**src/rtl/int_to_float16_converter.sv**
```systemverilog
// Sequential signed-integer to binary16 encoder: one-bit-per-cycle normalisation,
// truncating rounding, valid/ready handshake on both sides, one conversion in flight.
module int_to_float16_converter #(
  parameter int INT_W = 16
) (
  input  logic             clk,
  input  logic             rst_n,
  input  logic             in_valid,
  output logic             in_ready,
  input  logic [INT_W-1:0] int_in,
  output logic             out_valid,
  input  logic             out_ready,
  output logic [15:0]      f16_out,
  output logic             of
);

  localparam int SHW = $clog2(INT_W) + 1;

  typedef enum logic [1:0] {IDLE, NORM, DONE} state_t;

  state_t           state, state_nxt;
  logic             sign;
  logic [INT_W-1:0] mag;
  logic [SHW-1:0]   sh;
  logic             norm_done;
  logic [SHW-1:0]   p_pos;
  logic [INT_W+8:0] frac_ext;
  logic [9:0]       frac;
  logic [15:0]      res;
  logic             res_of;

  assign in_ready  = (state == IDLE);
  assign norm_done = (mag == '0) || mag[INT_W-1];

  always_ff @(posedge clk or negedge rst_n) begin
    if (!rst_n) state <= IDLE;
    else        state <= state_nxt;
  end

  always_comb begin
    state_nxt = state;
    case (state)
      IDLE:    if (in_valid)  state_nxt = NORM;
      NORM:    if (norm_done) state_nxt = DONE;
      DONE:    if (out_ready) state_nxt = IDLE;
      default: state_nxt = IDLE;
    endcase
  end

  // Padding below the bits after the leading one left-aligns the fraction for
  // narrow INT_W and truncates the excess for wide INT_W with one slice.
  always_comb begin
    p_pos    = SHW'(INT_W - 1) - sh;
    frac_ext = {mag[INT_W-2:0], 10'b0};
    frac     = frac_ext[INT_W+8 -: 10];
    res      = 16'h0000;
    res_of   = 1'b0;
    if (mag != '0) begin
      if (32'(p_pos) >= 32'd16) begin
        res    = {sign, 5'h1F, 10'h000};
        res_of = 1'b1;
      end else begin
        res = {sign, 5'(32'(p_pos) + 32'd15), frac};
      end
    end
  end

  always_ff @(posedge clk or negedge rst_n) begin
    if (!rst_n) begin
      sign      <= 1'b0;
      mag       <= '0;
      sh        <= '0;
      out_valid <= 1'b0;
      f16_out   <= 16'h0000;
      of        <= 1'b0;
    end else begin
      case (state)
        IDLE: begin
          if (in_valid) begin
            sign <= int_in[INT_W-1];
            mag  <= int_in[INT_W-1] ? (~int_in + INT_W'(1)) : int_in;
            sh   <= '0;
          end
        end
        NORM: begin
          if (!norm_done) begin
            mag <= mag << 1;
            sh  <= sh + SHW'(1);
          end else begin
            f16_out   <= res;
            of        <= res_of;
            out_valid <= 1'b1;
          end
        end
        DONE: begin
          if (out_ready) out_valid <= 1'b0;
        end
        default: ;
      endcase
    end
  end

endmodule
```
**config.mk**
```make
export PLATFORM = sky130hd
export DESIGN_NAME = int_to_float16_converter
export DESIGN_NICKNAME = d
export VERILOG_FILES = /design/src/rtl/int_to_float16_converter.sv
export SDC_FILE = /design/constraint.sdc
export NUM_CORES = 1
export LEC_CHECK = 0
export BUFFER_PORTS_ARGS = -buffer_cell sky130_fd_sc_hd__buf_4
export CAP_MARGIN = 10
export CORE_MARGIN = 2
export CORE_UTILIZATION = 62
export CTS_BUF_LIST = sky130_fd_sc_hd__clkbuf_8
export DETAILED_ROUTE_END_ITERATION = 6
export HOLD_SLACK_MARGIN = 0.12
export PLACE_DENSITY_LB_ADDON = 0.2
export SYNTH_ARGS = -nofsm -noshare
export SYNTH_HDL_FRONTEND = slang
export SYNTH_SLANG_ARGS = --single-unit
```
**constraint.sdc**
```tcl
create_clock -name clk -period 3.8 [get_ports clk]
set_clock_uncertainty 0.15 [all_clocks]
set_input_delay 0.95 -clock clk [delete_from_list [all_inputs] [get_ports clk]]
set_output_delay 0.95 -clock clk [all_outputs]
set_load 0.03 [all_outputs]
```
==> results of run 1 <==
routing by layer:
metal	part of all wire	routed length, um
met5	0	0
met4	0.013	59
met3	0.051	229
met2	0.47	2140
met1	0.46	2100
cell families after synthesis:
| logic type | share of synthesized area |
|---|---|
| xor+xnor | 0.0541 |
| flops | 0.499 |
| mux | 0.0285 |
| buf+inv | 0.0333 |
| fa+ha+maj | 0.0119 |
| compound gates | 0.221 |
| simple gates | 0.152 |
stage by stage:
stage | hold slack [ns] | cell area [sq um]
3_5_place_dp | 0.326 | 2410
3_3_place_gp | 0.317 | 2410
6_report | 0.343 | 2510
2_1_floorplan | 0.300 | 2100
4_1_cts | 0.349 | 2510
5_1_grt | 0.365 | 2510
registers in the layout (all words and copies together) (netlist names):
register and cells:
sh 5, sign 1, mag 16, out_valid 1
of 1, state 2, f16_out 16
path summary, 6_finish.rpt:
| check | to | slack, ns | depth (start not counted) |
|---|---|---|---|
| setup / recovery | mag[10]$_DFFE_PN0P_ | 1.31 | 5 |
| hold / removal | f16_out[12]$_DFFE_PN0P_ | 0.34 | 1 |
| setup reg to reg | mag[10]$_DFFE_PN0P_ | 1.31 | 5 |
| hold reg to reg | f16_out[12]$_DFFE_PN0P_ | 0.34 | 1 |
| max in group asynchronous | mag[1]$_DFFE_PN0P_ | 2.67 | 1 |
| min in group asynchronous | f16_out[13]$_DFFE_PN0P_ | 0.47 | 1 |
area by class of cell:
class                           instances  area share
Sequential cell                        42       0.419
Tap cell                               46      0.0229
Inverter                                8      0.0120
Timing Repair Buffer                   39       0.117
Clock inverter                          2     0.00499
Clock buffer                            6      0.0329
Multi-Input combinational cell        147       0.392
worst max-delay path, cell delays in order, from the launching register on:
cell and delay, ns:
dfrtp_1 0.42, nor4_1 0.40, a41oi_2 0.28, a21oi_2 0.74, inv_1 0.20, a2bb2oi_1 0.18
cells in the final DEF (no fill, tap or decap), drive strengths merged, types with 2 or more instances in the layout:
cell type	n
o22ai	2
ha	2
or3	3
buf	39
o221ai	2
clkbuf	6
nor2	13
inv	8
o41ai	2
nor4	4
mux2i	6
a32o	2
nand3	9
a21oi	11
o31ai	5
a221oi	2
nor3	3
nand2b	5
a22o	10
nand2	19
dfrtp	42
nor2b	2
xnor2	4
o21ai	16
xor2	9
o2bb2ai	5
a31oi	2
power breakdown:
part	switching [mW]	total [mW]	internal, mW
Clock	0.148	0.294	0.146
Sequential	0.170	0.817	0.647
Combinational	0.585	0.966	0.381
==> metrics.md, run 1 <==
| Metric | Value |
|---|---|
| Residual DRC | `0` |
| Met1 Use GR | `0.356` |
| CP Max Fanout | `23` |
| Setup bufs post-CTS | `0` |
| Post-DRT Antenna Nets | `0` |
| Slew HR | `0.408` |
| Max frequency | `0.402 GHz` |
| Share of layout cells above drive strength 1 | `0.221` |
| Post-synthesis cell type count | `42` |
| Most frequent cell after synthesis | `dfrtp_1` |
| Slew @ Worst Pin | `0.888 ns` |
| Filler cells | `248` |
| Most Crowded Layer GR | `met2` |
| Max clock buf depth | `2` |
| All-Layer GR Usage | `0.254` |
| Clk Latency, worst-skew pair | `0.29 ns` |
| Setup Slack @ Placement | `1.02 ns` |
| Layout Nets | `265` |
| Synth top cells by count | `dfrtp_1, nand2_1, o21ai_0, nor2_1` |
| GR met3 Demand/Resource | `0.0598` |
| Leak pwr | `1.17 nW` |
| Status | `completed` |
| DR vias | `1,731` |
| Final setup fails | `0` |
| Prevailing post-synth register cell | `dfrtp_1` |
| RD Place Congestion | `about 0.87` |
| Syn Area/Cell | `between 10 and 15 sq um` |
| Slew Viols, Final | `0` |
| CTS hold repair buffers | `0` |
| Hold wc startpoint | `f16_out[12]$_DFFE_PN0P_` |
| Worst setup slack after layout | `1.31 ns` |
| Vias in the first global route | `1,657` |
| Cell Count, Final, Fillers Out | `a little under 300` |
| Final period utilization | `0.655` |
| Hold Crit Class | `register to register` |
| Critical path class | `register to register` |
| Asr flop ratio synth | `1.00` |
| CTS root buf | `clkbuf_8` |
| Overall Power | `2.08 mW` |
| Yosys warnings | `0` |
| Period minus WS final | `around 2.5 ns` |
| Routed length per instance | `15.6 um` |
| Site row count | `21` |
| Placed cell count | `282` |
| Iteration count of the initial detailed-routing pass | `5` |
| Drt total wl | `4530 um` |
| I/O pin cnt | `39` |
| PwrDens | `828 nW/um^2` |
| Register area share after synthesis | `0.499` |
| Chip Width | `a little over 60 um` |
| Setup crit start | `mag[6]$_DFFE_PN0P_` |
| Startpoint types | `register` |
| Reg-to-Reg Start | `mag[6]$_DFFE_PN0P_` |
| Mapped Area | `2100 sq um` |
| Crit end category | `register` |
| Register Area | `about 1100 sq um` |
| I/O Buffers | `38` |
| Core footprint | `3310 sq um` |
| Met2 Use GR | `0.399` |
| Final hold vios | `0` |
| Reg clk slew, reported paths | `0.08 ns` |
| Grt ovf | `0` |
| Number of buffers created by CTS | `5` |
| Global-route wire length before repair | `slightly below 8000 um` |
| Worst ir drop on vdd | `between 0.4 and 0.5 mV` |
| Setup_tns | `0 ns` |
| Final Util | `0.758` |
| WP data arrival | `2.51 ns` |
| RSZ-0062 raised after global routing | `no` |
| Cell taking the most area after synthesis | `dfrtp_1` |
| Synth Net Count | `228` |
| Layout area overhead | `19.3%` |
| Post-cts sizing count | `0` |
| Ant diodes | `0` |
| Largest net degree at the start of global routing | `43` |
| Post-synth EDFFs | `0` |
| WP data required | `3.82 ns` |
| Post-synth top area share | `0.499` |
| H-tree lvl count | `2` |
| Sink Count | `42` |
| Initial core utilization | `0.636` |
| Via density per instance | `about 6.0` |
| Area of the multi-input gates | `983 sq um` |
| DP Wirelength | `3340 um` |
| Die height | `62.3 um` |
| CTS tree | `done` |
| Largest cells by area after synthesis | `dfrtp_1, a22o_1, xor2_1, o21ai_0, nand2_1` |
| Initial antenna violation count | `0` |
| Syn Inst Count | `about 200` |
| Max Cap Viol | `0` |
| DR iter-0 viols | `126` |
| Die area | `3880 sq um` |
| Yosys reg bits | `42` |
Power figures use the tool's default switching activity.
==> inputs of run 2 (changes only) <==
- CORE_UTILIZATION: 62 -> 52
- clock period: 3.8 -> 2.1 ns (I/O delays scaled with it)
==> run 2 against run 1 <==
  * Critical path depth unchanged
  * Global-route usage decreased by 2.1 points
  * Critical path type unchanged
  * Flip-flop and latch count unchanged
  * Clock power increased to 2.7 times the previous value
  * Largest cell class unchanged
==> metrics.md, run 2 (synthesized netlist as in run 1, its figures left out) <==
| Metric | Value |
|---|---|
| I/O pin cnt | `39 (unchanged)` |
| Initial antenna violation count | `0 (unchanged)` |
| Leading cell types in the layout, fill and taps excluded | `buf_4, dfrtp_1, nand2_1` |
| Top flop regs | `f16_out x16, mag x16, sh x5` |
| WP data arrival | `1.99 ns (-0.52 ns)` |
| PwrDens | `1520 nW/um^2 (+83%)` |
| Largest net degree at the start of global routing | `43 (unchanged)` |
| Worst setup slack after layout | `0.151 ns (-1.16 ns)` |
| WP data required | `2.14 ns (-1.68 ns)` |
| Post-DRT Antenna Nets | `0 (unchanged)` |
| All-Layer GR Usage | `0.234 (-0.0206)` |
| CP Max Fanout | `18 (-22%)` |
| Core footprint | `3940 sq um (+19%)` |
| Sink Count | `42 (unchanged)` |
| Crit end category | `register` |
| Residual DRC | `0 (unchanged)` |
| Fin Hold WS | `0.269 ns (-0.0732 ns)` |
| Final hold vios | `0 (unchanged)` |
| Cell Int Power | `2.52 mW (+110%)` |
| DR iter-0 viols | `136 (+7.9%)` |
| Comb pwr share | `0.464 (about the same)` |
| Placed cell count | `311 (+10%)` |
| Global-route wire length before repair | `7750 um (-1.5%)` |
| Vias in the first global route | `1,616 (-2.5%)` |
| DP Wirelength | `3500 um (+4.9%)` |
| Share of layout cells above drive strength 1 | `0.300 (+0.0787)` |
| Grt ovf | `0 (unchanged)` |
| Slew HR | `0.606 (+0.198)` |
| P_sw | `1.69 mW (+87%)` |
| I/O Buffers | `38 (unchanged)` |
| DR vias | `1,783 (+3.0%)` |
| Layout Nets | `291 (+9.8%)` |
| Final Util | `0.704 (-0.0545)` |
| H-tree lvl count | `2 (unchanged)` |
| Slew Viols, Final | `0 (unchanged)` |
| Drt total wl | `4760 um (+5.1%)` |
| Die height | `67.6 um (+8.6%)` |
| Via density per instance | `5.57 (-6.7%)` |
| Setup Slack @ Placement | `-0.130 ns (-1.15 ns)` |
| CTS tree | `done` |
| Post-DP Area | `2610 sq um (+8.0%)` |
| Final setup fails | `0 (unchanged)` |
| CTS root buf | `clkbuf_8` |
| Leak pwr | `1.33 nW (+13%)` |
| Status | `completed` |
| Ant diodes | `0 (unchanged)` |
| Fraction of power consumed by sequential logic | `0.347 (-0.046)` |
| Clk Latency, worst-skew pair | `0.30 ns (about the same)` |
| Cell Count, Final, Fillers Out | `320 (+10%)` |
| Sw Ratio | `0.402 (-0.0334)` |
| Routed length per instance | `14.9 um (-4.7%)` |
| Max frequency | `0.513 GHz (+28%)` |
| Startpoint types | `register` |
| Layout area overhead | `31.8%` |
| Clock share of power | `0.188 (+0.046)` |
| Iteration count of the initial detailed-routing pass | `4 (-1)` |
| Final period utilization | `0.928 (+0.273)` |
| Worst ir drop on vdd | `0.982 mV (+100%)` |
| Most common cell after layout, fill and taps aside | `buf_4` |
| RSZ-0062 raised after global routing | `no` |
| Initial core utilization | `0.534 (-0.102)` |
| Period minus WS final | `1.95 ns (-0.539 ns)` |
| Max clock buf depth | `2 (unchanged)` |
| Chip Width | `67.6 um (+8.6%)` |
| Die area | `4570 sq um (+18%)` |
| Fin area | `2770 sq um (+11%)` |
| Hold Crit Class | `input pin to register` |
| Setup bufs post-CTS | `0 (unchanged)` |
| Slew @ Worst Pin | `0.588 ns (-0.300 ns)` |
| Max Cap Viol | `0 (unchanged)` |
| Critical path class | `register to register` |
| Number of buffers created by CTS | `5 (unchanged)` |
| Reg clk slew, reported paths | `0.08 ns (about the same)` |
| Site row count | `23 (+9.5%)` |
| RD Place Congestion | `0.936 (+8.0%)` |
-- run 2: per-stage QoR --
step	setup TNS (ns)	power, mW
after floorplan	0	2.67
after global routing	0	4.48
after CTS	0	4.21
after detailed placement	-0.286	3.39
final	0	4.21
after global placement	-0.237	3.36
-- run 2: area by class of cell --
type                       count  area (sq um)
clock buffer                   6          82.6
clock inverter                 2          60.1
tap                           50          62.6
inverter                       8          30.0
timing repair buffer          65           490
sequential                    42          1050
multi-input combinational    147           997
fill                         306          1170
-- run 2: routing by layer --
metal  global-route usage  wire length [um]  up-vias
li1                     -                 -      883
met1                0.332              2290      845
met2                0.346              2170       48
met3               0.0567               243        7
met4               0.0842                59        0
met5                    0                 0        -
-- run 2: power by group through the flow --
stage / sequential [mW] / combinational (mW) / clock (mW)
after CTS: 1.46 / 1.95 / 0.805
after detailed placement: 1.46 / 1.93 / 0
final: 1.46 / 1.95 / 0.793
after global placement: 1.45 / 1.92 / 0
after floorplan: 1.69 / 0.972 / 0
after global routing: 1.51 / 2.14 / 0.831
-- run 2: critical path: stages (launching register included) --
cell     delay, ns
dfrtp_1       0.41
nor4_1        0.39
a41oi_2       0.27
nor2_2        0.21
nand2_4       0.16
a32o_1        0.24
-- run 2: final timing paths --
check | start | endpoint | slack (ns) | cells past startpoint
min in group asynchronous | rst_n | f16_out[11]$_DFFE_PN0P_ | 0.59 | 2
max in group asynchronous | rst_n | f16_out[15]$_DFFE_PN0P_ | 0.86 | 2
max reg2reg | mag[13]$_DFFE_PN0P_ | f16_out[15]$_DFFE_PN0P_ | 0.15 | 5
min reg2reg | sign$_DFFE_PN0P_ | sign$_DFFE_PN0P_ | 0.34 | 2
min | out_ready | state[1]$_DFFE_PN0P_ | 0.27 | 2
max | mag[13]$_DFFE_PN0P_ | f16_out[15]$_DFFE_PN0P_ | 0.15 | 5
-- run 2: what timing repair did --
action                                  4_1_cts  5_1_grt
endpoints found under the setup margin        2       17
pin swaps                                     0        0
hold buffers                                  1        0
resized for setup                             1        2
endpoints found under the hold margin        42        0
==> inputs of run 3 (changes only) <==
- ABC_AREA: not set -> 1
- CORE_UTILIZATION: 52 -> 53
==> run 3 against run 2 <==
  * First-iteration DRC count fell by 15%
  * Clock-buffer cell count did not move
  * Cell area rose by 4.1%
  * Critical path type unchanged
  * Final cell count rose by 30%
==> metrics.md, run 3 <==
| Metric | Value |
|---|---|
| Status | `completed` |
| Global-route wire length before repair | `8690 um (+12%)` |
| Vias in the first global route | `1,901 (+18%)` |
| Reg clk slew, reported paths | `0.08 ns (about the same)` |
| Post-synth EDFFs | `0 (unchanged)` |
| Yosys warnings | `0 (unchanged)` |
| Hold Crit Class | `input pin to register` |
| Critical path class | `register to register` |
| CTS tree | `done` |
| Post-synth top area share | `0.431 (-0.0684)` |
| Worst path max stage delay | `0.43 ns (+0.02 ns)` |
| Register area share after synthesis | `0.431 (-0.0684)` |
| Via density per instance | `5.21 (-6.5%)` |
| Yosys reg bits | `42 (unchanged)` |
| I/O pin cnt | `39 (unchanged)` |
| CTS root buf | `clkbuf_8` |
| Leading cell types in the layout, fill and taps excluded | `nand2_1, buf_4, dfrtp_1` |
| RD Place Congestion | `0.832 (-11%)` |
| WP data arrival | `1.85 ns (-0.14 ns)` |
| Routed length per instance | `12.2 um (-18%)` |
| Slew Viols, Final | `0 (unchanged)` |
| Max clock buf depth | `2 (unchanged)` |
| Die height | `71.8 um (+6.2%)` |
| Startpoint types | `register` |
| Share of layout cells above drive strength 1 | `0.219 (-0.0808)` |
| DP Wirelength | `3630 um (+3.6%)` |
| PwrDens | `1540 nW/um^2 (+1.3%)` |
| CP most frequent cell | `nand2_1` |
| Initial core utilization | `0.556 (+0.0224)` |
| DR vias | `2,173 (+22%)` |
| Overall Power | `4.44 mW (+5.4%)` |
| Max layer used | `met4` |
| Chip Width | `71.8 um (+6.2%)` |
| Worst ir drop on vdd | `0.607 mV (-38%)` |
| Clk Latency, worst-skew pair | `0.29 ns (about the same)` |
| Largest cells by area after synthesis | `dfrtp_1, nand2_1, o21ai_2, nand3_1, nor2_1` |
| Slew @ Worst Pin | `0.519 ns (-0.0692 ns)` |
| Mapped Area | `2440 sq um (+16%)` |
| Cell taking the most area after synthesis | `dfrtp_1` |
| H-tree lvl count | `2 (unchanged)` |
| Iteration count of the initial detailed-routing pass | `4 (unchanged)` |
| I/O Buffers | `38 (unchanged)` |
| WP data required | `2.14 ns (about the same)` |
| Leak pwr | `1.51 nW (+14%)` |
| Drt total wl | `5100 um (+7.1%)` |
| Period minus WS final | `1.81 ns (-0.143 ns)` |
| Setup_tns | `0 ns (unchanged)` |
| All-Layer GR Usage | `0.215 (-0.0183)` |
| Asr flop ratio synth | `1.00 (unchanged)` |
| CP Max Fanout | `20 (+2)` |
| Synth Net Count | `346 (+52%)` |
| Sink Count | `42 (unchanged)` |
| Final hold vios | `0 (unchanged)` |
| Layout area overhead | `18.4%` |
| Slew HR | `0.654 (+0.0476)` |
| Post-synthesis cell type count | `30 (-29%)` |
| Met2 routed WL | `2340 um (+7.8%)` |
| Most frequent cell after synthesis | `nand2_1` |
| Worst path slowest cell | `dfrtp_1` |
| DR iter-0 viols | `116 (-15%)` |
| Crit path max-delay family | `simple AND/OR/NAND/NOR gates` |
| Initial antenna violation count | `0 (unchanged)` |
| Post-cts sizing count | `0 (-1)` |
| Largest net degree at the start of global routing | `43 (unchanged)` |
| Prevailing post-synth register cell | `dfrtp_1` |
| Die area | `5160 sq um (+13%)` |
| Max frequency | `0.554 GHz (+7.9%)` |
| Core footprint | `4380 sq um (+11%)` |
| Final period utilization | `0.860 (-0.0681)` |
| Synth top cells by count | `nand2_1, dfrtp_1, nor2_1, inv_1, nand3_1` |
| Crit path buf inv count | `1 (+1)` |
| Top flop regs | `f16_out x16, mag x16, sh x5` |
| Crit end category | `register` |
| Met3 wire len | `250 um (+2.9%)` |
| Max Cap Viol | `0 (unchanged)` |
| Post-DRT Antenna Nets | `0 (unchanged)` |
| RSZ-0062 raised after global routing | `no` |
| Site row count | `24 (+4.3%)` |
| Grt ovf | `0 (unchanged)` |
| Final setup fails | `0 (unchanged)` |
| Ant diodes | `0 (unchanged)` |
| Layout Nets | `386 (+33%)` |
| Number of buffers created by CTS | `5 (unchanged)` |
| Residual DRC | `0 (unchanged)` |
| Syn Area/Cell | `7.53 sq um (-26%)` |
| WL met1 | `2440 um (+6.6%)` |
| Most common cell after layout, fill and taps aside | `nand2_1` |
| Worst path cell trace | `nor2_1 -> nand2_1 -> nor2_2 -> nand2_4 -> nand3_4 -> nand2_4 -> inv_4 -> nor2_1 -> nand2_1 -> nand2_1` |
| Syn Inst Count | `324 (+57%)` |
-- run 3: layout make-up --
| type | instances | area, sq um |
|---|---|---|
| Fill cell | 408 | 1500 |
| Multi-Input combinational cell | 241 | 1180 |
| Sequential cell | 42 | 1050 |
| Timing Repair Buffer | 45 | 340 |
| Inverter | 29 | 111 |
| Clock buffer | 6 | 82.6 |
| Tap cell | 52 | 65.1 |
| Clock inverter | 2 | 60.1 |
-- run 3: power breakdown --
| part | switching, mW | internal [mW] | total (mW) |
|---|---|---|---|
| Sequential | 0.264 | 1.17 | 1.44 |
| Clock | 0.275 | 0.507 | 0.782 |
| Combinational | 1.43 | 0.794 | 2.22 |
| Total | 1.97 | 2.47 | 4.44 |
-- run 3: worst paths after layout --
check / start / end / slack (ns) / cells past startpoint
max: mag[9]$_DFFE_PN0P_ / mag[13]$_DFFE_PN0P_ / 0.29 / 10
min: out_ready / state[1]$_DFFE_PN0P_ / 0.28 / 2
max reg2reg: mag[9]$_DFFE_PN0P_ / mag[13]$_DFFE_PN0P_ / 0.29 / 10
min reg2reg: f16_out[5]$_DFFE_PN0P_ / f16_out[5]$_DFFE_PN0P_ / 0.34 / 2
max in group asynchronous: rst_n / sh[3]$_DFFE_PN0P_ / 0.85 / 2
min in group asynchronous: rst_n / out_valid$_DFFE_PN0P_ / 0.59 / 2
-- run 3: routing by layer --
layer,up-vias,global-route usage
met5,-,0
met4,0,0.0985
met3,7,0.0422
met2,55,0.329
met1,999,0.297
li1,1112,-
-- run 3: through the flow --
| step | area (sq um) | setup WS, ns | util | hold slack (ns) | std cells |
|---|---|---|---|---|---|
| detailed placement | 2730 | 0.111 | 0.624 | 0.321 | 408 |
| finish | 2890 | 0.294 | 0.658 | 0.281 | 417 |
| global placement | 2730 | 0.167 | 0.624 | 0.316 | 408 |
| CTS | 2890 | 0.284 | 0.658 | 0.276 | 417 |
| floorplan | 2440 | 0.277 | - | 0.0794 | 324 |
| global route | 2890 | 0.152 | 0.658 | 0.287 | 417 |
-- run 3: cells by family after synthesis --
family / count (synthesis) / synth area share
buffers and inverters: 41 / 0.0867
AND/OR/NAND/NOR: 185 / 0.323
flip-flops: 42 / 0.431
XOR/XNOR: 3 / 0.0108
AO/OA/AOI/OAI: 51 / 0.138
adder cells (fa/ha/maj): 2 / 0.0103
-- run 3: timing repair --
item,CTS,global route
endpoints found under the setup margin,0,0
setup buffers,0,0
hold buffers,1,0
hold endpoints to repair,42,0
